<file path="src/rtl/pc_control_pkg.sv">
// Shared types and constants for the fetch-side program counter controller.
package pc_control_pkg;

  typedef enum logic [1:0] {
    ST_RUN,
    ST_FLUSH,
    ST_HALTED
  } pc_state_t;

  localparam int DEFAULT_PC_W         = 16;
  localparam int DEFAULT_FLUSH_CYCLES = 2;
  localparam int TAKEN_W              = 16;
  // Wide enough for the largest legal flush depth of 7.
  localparam int FLUSH_CNT_W          = 3;

endpackage

</file>
<file path="src/rtl/pc_control_sat_counter.sv">
// Saturating up-counter: sticks at all-ones instead of wrapping back to zero.
module sat_counter #(
  parameter int WIDTH = 16
) (
  input  logic             clk,
  input  logic             rst,
  input  logic             inc,
  output logic [WIDTH-1:0] value
);

  always_ff @(posedge clk) begin
    if (rst) begin
      value <= '0;
    end else if (inc && (value != {WIDTH{1'b1}})) begin
      value <= value + WIDTH'(1);
    end
  end

endmodule

</file>
<file path="src/rtl/pc_control.sv">
// Program counter sequencing: linear fetch, taken branches with a squash
// window for wrong-path slots, and a sticky halt that only reset clears.
module pc_control
  import pc_control_pkg::*;
#(
  parameter int              PC_W         = DEFAULT_PC_W,
  parameter logic [PC_W-1:0] RESET_PC     = '0,
  parameter int              FLUSH_CYCLES = DEFAULT_FLUSH_CYCLES
) (
  input  logic               clk,
  input  logic               rst,
  input  logic               sel_pc,
  input  logic [PC_W-1:0]    branch_target,
  input  logic               stall,
  input  logic               halt_req,
  output logic [PC_W-1:0]    pc,
  output logic               flush,
  output logic               halted,
  output logic [TAKEN_W-1:0] taken_count
);

  localparam logic [FLUSH_CNT_W-1:0] FLUSH_INIT = FLUSH_CNT_W'(FLUSH_CYCLES);

  pc_state_t              state_q, state_d;
  logic [PC_W-1:0]        pc_d;
  logic [FLUSH_CNT_W-1:0] flush_cnt_q, flush_cnt_d;
  logic                   taken_inc;

  always_ff @(posedge clk) begin
    if (rst) begin
      state_q     <= ST_RUN;
      pc          <= RESET_PC;
      flush_cnt_q <= '0;
      flush       <= 1'b0;
      halted      <= 1'b0;
    end else begin
      state_q     <= state_d;
      pc          <= pc_d;
      flush_cnt_q <= flush_cnt_d;
      flush       <= (state_d == ST_FLUSH);
      halted      <= (state_d == ST_HALTED);
    end
  end

  // In FLUSH the branch and halt inputs come from squashed instructions,
  // so only stall is honoured there.
  always_comb begin
    state_d     = state_q;
    pc_d        = pc;
    flush_cnt_d = flush_cnt_q;
    taken_inc   = 1'b0;
    case (state_q)
      ST_RUN: begin
        if (sel_pc) begin
          pc_d        = branch_target;
          state_d     = ST_FLUSH;
          flush_cnt_d = FLUSH_INIT;
          taken_inc   = 1'b1;
        end else if (halt_req) begin
          state_d = ST_HALTED;
        end else if (!stall) begin
          pc_d = pc + PC_W'(1);
        end
      end
      ST_FLUSH: begin
        if (!stall) begin
          pc_d        = pc + PC_W'(1);
          flush_cnt_d = flush_cnt_q - FLUSH_CNT_W'(1);
          if (flush_cnt_q <= FLUSH_CNT_W'(1)) begin
            state_d = ST_RUN;
          end
        end
      end
      ST_HALTED: begin
        state_d = ST_HALTED;
      end
      default: begin
        state_d = ST_RUN;
      end
    endcase
  end

  sat_counter #(
    .WIDTH(TAKEN_W)
  ) u_taken (
    .clk  (clk),
    .rst  (rst),
    .inc  (taken_inc),
    .value(taken_count)
  );

endmodule

</file>
<file path="config.mk">
export PLATFORM = sky130hd
export DESIGN_NAME = pc_control
export DESIGN_NICKNAME = d
export VERILOG_FILES = /design/src/rtl/pc_control_pkg.sv /design/src/rtl/pc_control_sat_counter.sv /design/src/rtl/pc_control.sv
export SDC_FILE = /design/constraint.sdc
export NUM_CORES = 1
export LEC_CHECK = 0
export CAP_MARGIN = 20
export CORE_MARGIN = 1
export CORE_UTILIZATION = 40
export CTS_CLUSTER_SIZE = 12
export DETAILED_ROUTE_END_ITERATION = 16
export PLACE_DENSITY = 0.78
export REMOVE_ABC_BUFFERS = 1
export SYNTH_ARGS = -nofsm -noshare
export SYNTH_HDL_FRONTEND = slang
export SYNTH_SLANG_ARGS = --single-unit
</file>
<file path="constraint.sdc">
create_clock -name clk -period 3.55 [get_ports clk]
set_clock_uncertainty 0.1 [all_clocks]
set_input_delay 0.71 -clock clk [delete_from_list [all_inputs] [get_ports clk]]
set_output_delay 0.71 -clock clk [all_outputs]
set_load 0.03 [all_outputs]
</file>
==> reports/qor_table.md, run 1 <==
| Result | Reported |
|:---|:---|
| Largest fanout on the critical path | 9 |
| Count of buffers added by post-CTS timing repair for setup | 0 |
| Maximum level of the CTS H-tree | 2 |
| Shortest period the worst path allows | 2664 ps |
| Netlist cell types | 47 |
| Final max-slew violation count | 0 |
| Die height | 74.36 um |
| Leakage power | 0.9419 nW |
| Diode insertion count for antenna repair | 0 |
| Outcome | complete, no violations |
| DIE WIDTH | 74.36 um |
| Sequential area share after synthesis | 0.3728 |
| Floorplan Core Area | 4880 um2 |
| Clock insertion delay at the later pin of the skew report | 290 ps |
| Worst setup path start | stall |
| Via Count | 2,135 |
| Reg clk slew, reported paths | 80 ps |
| Worst slew margin relative to its limit | 0.4357 |
| Post-placement cell area | 2679 um2 |
| Most used DFF post-synth | dfxtp_1 |
| Layout-stage area growth over the synthesis result | 33.51% |
| Pin count of the biggest net entering global routing | 42 |
| Clock root buffer master | clkbuf_8 |
| TNS Setup | 0 ps |
| Power per cell area | 392.5 nW/um2 |
| Clock tree from TritonCTS | yes |
| Cts repair resizes | 0 |
| DR DRC count | 0 |
| RePlAce Congestion | 0.8740 |
| Fraction of layout cells with a size suffix above 1 | 0.06090 |
| Number of cells in the finished layout apart from fillers | 379 |
| Die Area | 5529 um2 |
| Critical path startpoint category | input pin |
| Antenna viol nets, final | 0 |
| Quantity of hold-fixing buffers added after cts | 0 |
| Placed Cells incl. Taps | 371 |
| Flip-flop and latch count after synthesis | 39 |
| Worst path buffer plus inverter count | 1 |
| Detail-routed net length per standard cell | 14.10 um |
| Initial DRC Count | 173 |
| Highest attainable clock frequency | 375.4 MHz |
| Initial core utilization | 0.4292 |
| Initial antenna violation count | 0 |
| Period utilization | 0.7504 |
| Largest vdd supply drop | 258.2 uV |
| Data arrival time at the worst-slack endpoint | 2790 ps |
| Number of placement rows | 25 |
| Number of enable-type register cells in the synthesized netlist | 0 |
| Critical Path Max Stage Delay | 560 ps |
| Tot GR Track Use | 0.2054 |
| Setup repair after global routing missed its margin | false |
| Number of global-route vias before repair | 1,877 |
| Cell with the largest stage delay on the worst path | or4_4 |
| Total CTS buffers | 5 |
| Async set-or-reset flop fraction in the synthesized netlist | 0 |
| Setup violation total in the final timing report | 0 |
| Gr ovfl total | 0 |
| Class of the worst hold path | reg2reg |
| Post-route design area | 2796 um2 |
| Chain of cells forming the critical path | clkdlybuf4s50_1, and4b_1, nand2_4, or4_4, or3_1, o21ai_1 |
| CP delay by family, top | simple AND/OR/NAND/NOR gates |
| Wire length of the first global-routing pass | 8.818 mm |
| Number of instances in the synthesized netlist | 261 |
| Synth Warn # | 0 |
| Transition at the pin with the smallest max-transition slack | 839.4 ps |
| Launch point of the worst hold path | pc[4] |
| Final wirelength | 5.345 mm |
| Count of max-cap constraint violations | 0 |
| Total number of nets in the final design | 335 |
| Number of buffers between clock root and the deepest sink | 2 |
| Critical path class | in2reg |
| Clock sink count | 39 |
| Startpoint of the most critical register-to-register path | state_q[1] |
| Via/cell ratio | 5.633 |
| Data required, critical path | 3680 ps |
| Total count of hold-check failures in the final report | 0 |
| Post-synthesis area per instance | 8.025 um2 |
| Total power of the final layout | 0.001097 W |
| First-pass iteration count of the detailed router | 4 |
| HPWL Detailed | 3.834 mm |
| Count of buffers inserted at the top-level ports | 54 |
| Endpoint class of the critical path | flop |
| Top-level port count | 55 |
| Synthesized cell area | 2095 um2 |
-- kinds of logic (layout without fill, tap and decap cells) --
logic type / count (synthesis) / count (layout) / share of synthesized area
adders and majority gates: 3 / 3 / 0.01792
xor gates and xnor gates: 14 / 14 / 0.05854
and+or+nand+nor: 126 / 126 / 0.3292
buffers and inverters: 18 / 69 / 0.03703
muxes: 1 / 1 / 0.004779
AOI/OAI and AO/OA: 60 / 60 / 0.1798
DFF: 39 / 39 / 0.3728
-- power breakdown --
part	total [W]	internal, W	switching, W
clock network	0.000382	0.000227	0.000155
logic	0.000220	0.0000979	0.000122
registers	0.000496	0.000462	0.0000339
total	0.00110	0.000787	0.000310
-- cell usage in the layout (no fill, tap or decap), types with 2 or more instances in the layout --
cell type	n
nand2b_1	4
a22oi_1	5
nor3b_1	3
and2_1	3
or3_1	6
buf_4	3
clkdlybuf4s50_1	54
o211ai_1	2
and3_1	7
nand4_1	5
nor4b_1	2
nand3_1	12
dfxtp_1	39
nor4_1	7
a21oi_1	17
nor2_1	28
and4_1	3
nand2_1	19
inv_1	4
a21o_1	2
clkbuf_8	6
a211oi_1	3
o21ai_0	14
xnor2_1	13
ha_1	3
or2_2	3
a31oi_1	4
a22o_1	3
a2111oi_0	3
nor3_1	16
-- final cells by class --
class	instances	area (um2)
multi-input combinational	204	1236
inverter	4	15.01
clock inverter	2	35.03
timing repair buffer	57	563.0
tap	67	83.83
clock buffer	6	82.58
sequential	39	780.7
fill	469	2083
-- metal layers --
metal	share of wire	wire (um)	track usage	vias to the layer above
met4	0.012	63	0.07338	0
met2	0.48	2581	0.3243	63
met1	0.46	2447	0.2792	1008
li1	-	-	-	1057
met5	0	0	0	-
met3	0.047	253	0.03930	7
-- cell usage after synthesis (2+ instances only) --
master,instances,area [um2]
nor3_1,16,80.08
xnor2_1,13,113.9
nand2b_1,4,25.02
or2_2,3,18.77
or3_1,6,37.54
a22oi_1,5,37.54
nor2_1,28,105.1
a21oi_1,17,85.08
and2_1,3,18.77
nor4b_1,2,17.52
o211ai_1,2,15.01
nor3b_1,3,22.52
a2111oi_0,3,26.28
nand2_1,19,71.32
a211oi_1,3,22.52
o21ai_0,14,70.07
ha_1,3,37.54
inv_1,4,15.01
and4_1,3,26.28
a31oi_1,4,25.02
nor4_1,7,43.79
buf_2,2,10.01
a21o_1,2,15.01
dfxtp_1,39,780.8
nand3_1,12,60.06
clkbuf_1,11,41.29
nand4_1,5,31.28
a22o_1,3,26.28
and3_1,7,43.79
-- worst paths after layout --
kind                                to  slack [ps]  cells past startpoint
worst max-delay path            pc[13]         890                      6
worst min-delay path             pc[4]         430                      2
worst max register to register   pc[1]        1310                      5
worst min register to register   pc[4]         430                      2
-- state kept, by name, summed over array words and instances (netlist names) --
signal and count:
pc 16, halted 1, u_taken.value 16, flush_cnt_q 3, state_q 2, flush 1
-- metrics by stage --
step	worst slack [ps]	utilization	hold slack (ps)
final	886.2	0.5731	426.4
after floorplan	1299	-	408.5
after global placement	650.5	0.5490	400.6
after global routing	792.5	0.5731	446.5
after detailed placement	604.5	0.5490	401.1
after CTS	908.3	0.5731	413.1
-- tightest hold or removal path, stage by stage, from the launching register on --
cell and delay, ps:
dfxtp_1 340, o21ai_0 80, a21oi_1 70
Note: power is estimated with default switching activity, not from simulation.
==> run 2, diff against run 1 <==
PLACE_DENSITY = 0.8   (was 0.78)
clock period = 2.25 ns   (was 3.55 ns; I/O delays follow)
==> run 2 against run 1 <==
  * Worst setup slack got worse by 710 ps
  * Via count increased by 3.3%
  * Flip-flop and latch count unchanged
  * Non-clock buffer count increased by 16
  * First-iteration DRC count increased by 28%
  * Sequential share of layout area decreased by 0.85 points
  * Combinational power increased by 71%
  * Clock-buffer cell count unchanged
  * Register-to-register slack got worse by 970 ps
  * Cell count increased by 4.2%
  * Global-route usage increased by 1.7 points
  * Critical path type unchanged
  * Largest cell class unchanged
  * Highest routed layer unchanged
==> reports/qor_table.md, run 2 (synthesized netlist as in run 1, its figures left out) <==
| Result | Reported |
|:---|:---|
| Critical path startpoint category | input pin |
| Detail-routed net length per standard cell | 14.44 um |
| Fill cells | 455 |
| Worst slew margin relative to its limit | 0.5644 |
| Endpoint class of the critical path | flop |
| Largest vdd supply drop | 304.8 uV |
| Data arrival time at the worst-slack endpoint | 2210 ps |
| Reg clk slew, reported paths | 80 ps |
| Count of buffers inserted at the top-level ports | 54 |
| Clock root buffer master | clkbuf_8 |
| Clock tree from TritonCTS | yes |
| Initial DRC Count | 222 |
| Via Count | 2,206 |
| Final wirelength | 5.704 mm |
| First-pass iteration count of the detailed router | 4 |
| Clock insertion delay at the later pin of the skew report | 300 ps |
| Count of max-cap constraint violations | 0 |
| Cts repair resizes | 0 |
| DR DRC count | 0 |
| Die Area | 5529 um2 |
| Largest fanout on the critical path | 4 |
| Antenna viol nets, final | 0 |
| Number of placement rows | 25 |
| Fraction of layout cells with a size suffix above 1 | 0.1037 |
| Class of the worst hold path | reg2reg |
| Leading cell types in the layout, fill and taps excluded | 54 x clkdlybuf4s50_1, 39 x dfxtp_1, 28 x nor2_1 |
| Diode insertion count for antenna repair | 0 |
| Gr ovfl total | 0 |
| Transition at the pin with the smallest max-transition slack | 648.5 ps |
| Total count of hold-check failures in the final report | 0 |
| Initial antenna violation count | 0 |
| Regs by FF count | pc (16), u_taken.value (16), flush_cnt_q (3) |
| Top-level port count | 55 |
| Power per cell area | 564.5 nW/um2 |
| Outcome | complete, no violations |
| Quantity of hold-fixing buffers added after cts | 0 |
| RePlAce Congestion | 0.8226 |
| Die height | 74.36 um |
| Worst setup slack after layout | 172.9 ps |
| Number of global-route vias before repair | 2,002 |
| Count of buffers added by post-CTS timing repair for setup | 0 |
| Critical path class | in2reg |
| Data required, critical path | 2390 ps |
| Total number of nets in the final design | 351 |
| Internal reg-to-reg setup slack | 340 ps |
| Initial core utilization | 0.4292 |
| Hold slack final | 430.0 ps |
| Period utilization | 0.9232 |
| Highest attainable clock frequency | 481.4 MHz |
| HPWL Detailed | 4.186 mm |
| Setup violation total in the final timing report | 0 |
| Clock sink count | 39 |
| Setup repair after global routing missed its margin | false |
| Layout-stage area growth over the synthesis result | 37.69% |
| Leakage power | 0.9993 nW |
| Commonest non-fill, non-tap cell in the layout | clkdlybuf4s50_1 |
| Tot GR Track Use | 0.2222 |
| DIE WIDTH | 74.36 um |
| Shortest period the worst path allows | 2077 ps |
| Worst setup timing slack at the placement stage | -135.4 ps |
| Maximum level of the CTS H-tree | 2 |
| Pin count of the biggest net entering global routing | 42 |
| Via/cell ratio | 5.585 |
| Floorplan Core Area | 4880 um2 |
| Total CTS buffers | 5 |
| Number of buffers between clock root and the deepest sink | 2 |
| Wire length of the first global-routing pass | 9.480 mm |
| Final max-slew violation count | 0 |
## run 2: cell types whose count changed in the layout (fill, tap and decap cells not counted), sizes merged
cell      previous run  this run
buf                  3        19
bufinv               1         0
clkinvlp             0         1
## run 2: per-stage QoR
step	total power (W)	setup TNS [ps]	util	std cells	area [um2]
after floorplan	0.0009777	0	-	247	2032
after global placement	0.001163	-395.7	0.5736	387	2799
after detailed placement	0.001171	-841.1	0.5736	387	2799
after CTS	0.001640	0	0.5910	395	2884
after global routing	0.001720	0	0.5910	395	2884
final	0.001628	0	0.5910	395	2884
## run 2: metal layers
metal,track usage,share of wire,vias up
met5,0,0,-
met4,0.07128,0.017,0
met3,0.05285,0.070,11
met2,0.3413,0.45,75
met1,0.3065,0.46,1033
li1,-,-,1087
## run 2: worst max-delay path: stages
cell             delay, ps
clkdlybuf4s50_1        420
and4b_1                320
nand2_4                 60
or4_4                  550
or3_1                  350
o21ai_1                 70
## run 2: path summary, 6_finish.rpt
check	start	end	cells after the start
max	stall	pc[13]	6
min	pc[1]	pc[1]	2
max reg2reg	pc[2]	pc[13]	5
min reg2reg	pc[1]	pc[1]	2
## run 2: area by class of cell
| type | instances | area, um2 | share of cell area |
|---|---|---|---|
| clock buffer | 6 | 72.57 | 0.02516 |
| clock inverter | 2 | 12.51 | 0.004338 |
| inverter | 4 | 15.01 | 0.005206 |
| multi-input combinational | 204 | 1236 | 0.4286 |
| sequential | 39 | 780.7 | 0.2707 |
| tap | 67 | 83.83 | 0.02907 |
| timing repair buffer | 73 | 683.2 | 0.2369 |
## run 2: power breakdown
group          total (W)  internal, W  switching (W)
combinational   0.000377     0.000176       0.000201
clock           0.000468     0.000217       0.000252
sequential      0.000783     0.000729      0.0000540
total            0.00163      0.00112       0.000506
==> run 3, diff against run 2 <==
DONT_BUFFER_PORTS = 1   (was not set)
PLACE_DENSITY = 0.66   (was 0.8)
==> run 3 against run 2 <==
  * Combinational power decreased by 24%
  * Final area shrank 14%
  * Global-route usage down 2.9 points
  * Register-to-register slack better by 70 ps
  * Maximum frequency is 13% higher
  * Hold slack lost 310 ps
  * Critical endpoint is now pc[10]
  * Largest power group unchanged
  * Highest routed layer unchanged
==> reports/qor_table.md, run 3 (synthesized netlist as in run 1, its figures left out) <==
| Result | Reported |
|:---|:---|
| Total CTS buffers | 5 |
| Maximum level of the CTS H-tree | 2 |
| Pin count of the biggest net entering global routing | 43 |
| Fill cells | 501 |
| Class of the worst hold path | in2reg |
| Floorplan Core Area | 4880 um2 |
| Largest fanout on the critical path | 10 |
| First-pass iteration count of the detailed router | 4 |
| Outcome | complete, no violations |
| RePlAce Congestion | 0.8470 |
| Critical path class | reg2reg |
| Number of global-route vias before repair | 1,738 |
| Quantity of hold-fixing buffers added after cts | 0 |
| Data arrival time at the worst-slack endpoint | 1930 ps |
| Setup violation total in the final timing report | 0 |
| Die height | 74.36 um |
| Number of buffers between clock root and the deepest sink | 2 |
| Critical path startpoint category | flop |
| Clock insertion delay at the later pin of the skew report | 290 ps |
| Endpoint class of the critical path | flop |
| Internal reg-to-reg setup slack | 410 ps |
| Largest vdd supply drop | 305.1 uV |
| Shortest period the worst path allows | 1841 ps |
| Wire length of the first global-routing pass | 8.155 mm |
| Clock root buffer master | clkbuf_8 |
| Commonest non-fill, non-tap cell in the layout | dfxtp_1 |
| Count of max-cap constraint violations | 0 |
| Clock tree from TritonCTS | yes |
| Power per cell area | 625.0 nW/um2 |
| HPWL Detailed | 3.885 mm |
| Gr ovfl total | 0 |
| Count of buffers inserted at the top-level ports | 0 |
| Reg clk slew, reported paths | 80 ps |
| Number of cells in the finished layout apart from fillers | 358 |
| Final max-slew violation count | 0 |
| TNS Setup | 0 ps |
| Data required, critical path | 2340 ps |
| Endpoint with the worst hold slack | pc[0] |
| Diode insertion count for antenna repair | 0 |
| Clock sink count | 39 |
| Via/cell ratio | 5.668 |
| Tot GR Track Use | 0.1927 |
| Highest attainable clock frequency | 543.2 MHz |
| Top-level port count | 55 |
| DR DRC count | 0 |
| Total count of hold-check failures in the final report | 0 |
| Placed Cells incl. Taps | 351 |
| Leakage power | 0.9117 nW |
| Register Area | 780.7 um2 |
| Worst slew margin relative to its limit | 0.5481 |
| Count of buffers added by post-CTS timing repair for setup | 0 |
| DIE WIDTH | 74.36 um |
| Final wirelength | 5.422 mm |
| Cts repair resizes | 0 |
| Initial core utilization | 0.4292 |
| Total number of nets in the final design | 315 |
| Via Count | 2,029 |
| Layout-stage area growth over the synthesis result | 18.46% |
| Detail-routed net length per standard cell | 15.15 um |
| Initial DRC Count | 117 |
| Count of cells along the worst register-to-register path | 6 |
| Setup repair after global routing missed its margin | false |
| Regs by FF count | pc (16), u_taken.value (16), flush_cnt_q (3) |
| Multi-input gate area in the final layout | 1236 um2 |
| Launch point of the worst hold path | rst |
| Period utilization | 0.8183 |
| Critical register-to-register path endpoint | pc[10] |
| Transition at the pin with the smallest max-transition slack | 672.7 ps |
| Leading cell types in the layout, fill and taps excluded | 39 x dfxtp_1, 37 x buf_4, 28 x nor2_1 |
| Die Area | 5529 um2 |
| Number of placement rows | 25 |
| Fraction of layout cells with a size suffix above 1 | 0.1787 |
| Initial antenna violation count | 0 |
| Worst hold path depth | 1 |
| Startpoint of the most critical register-to-register path | state_q[1] |
| Antenna viol nets, final | 0 |
## run 3: worst max-delay path by stage
stage / to / depth (start not counted) / from
global placement: pc[13] / 5 / stall
global route: u_taken.value[14] / 5 / u_taken.value[3]
floorplan: pc[13] / 5 / pc[2]
CTS: u_taken.value[15] / 5 / u_taken.value[3]
detailed placement: pc[13] / 5 / stall
finish: pc[10] / 6 / state_q[1]
## run 3: metal layers
metal,part of all wire,global-route usage,vias to the layer above
li1,-,-,1017
met1,0.47,0.2626,952
met2,0.45,0.2963,55
met3,0.070,0.06233,5
met4,0.0065,0.04403,0
met5,0,0,-
## run 3: report_power, final
group | internal (W) | leakage (nW) | switching (W) | total, W
Clock | 0.000241 | 0.0470 | 0.000246 | 0.000487
Combinational | 0.000112 | 0.546 | 0.000174 | 0.000286
Sequential | 0.000729 | 0.318 | 0.0000495 | 0.000778
## run 3: area by class of cell
type	count	share of cell area
inverters	4	0.006051
repair buffers	37	0.1120
clock inverters	1	0.002017
well taps	67	0.03379
multi-input cells	204	0.4982
clock buffers	6	0.03328
flip-flops and latches	39	0.3147
## run 3: worst max-delay path, cell delays in order (launching register included)
cell      delay, ps
dfxtp_1         520
nand2b_1        190
and2_1          340
buf_4           240
o21ai_0         100
a22oi_1         200
nor2_1           60
## run 3: stage by stage
stage / worst slack, ps / hold slack [ps] / cell area, um2 / util / total power, W
3_5_place_dp: 286.6 / 426.8 / 2394 / 0.4905 / 0.001078
6_report: 408.9 / 121.8 / 2481 / 0.5085 / 0.001551
5_1_grt: 281.8 / 109.9 / 2481 / 0.5085 / 0.001620
3_3_place_gp: 318.6 / 425.3 / 2394 / 0.4905 / 0.001075
2_1_floorplan: 136.1 / 408.5 / 2032 / - / 0.0009777
4_1_cts: 408.1 / 115.1 / 2481 / 0.5085 / 0.001563
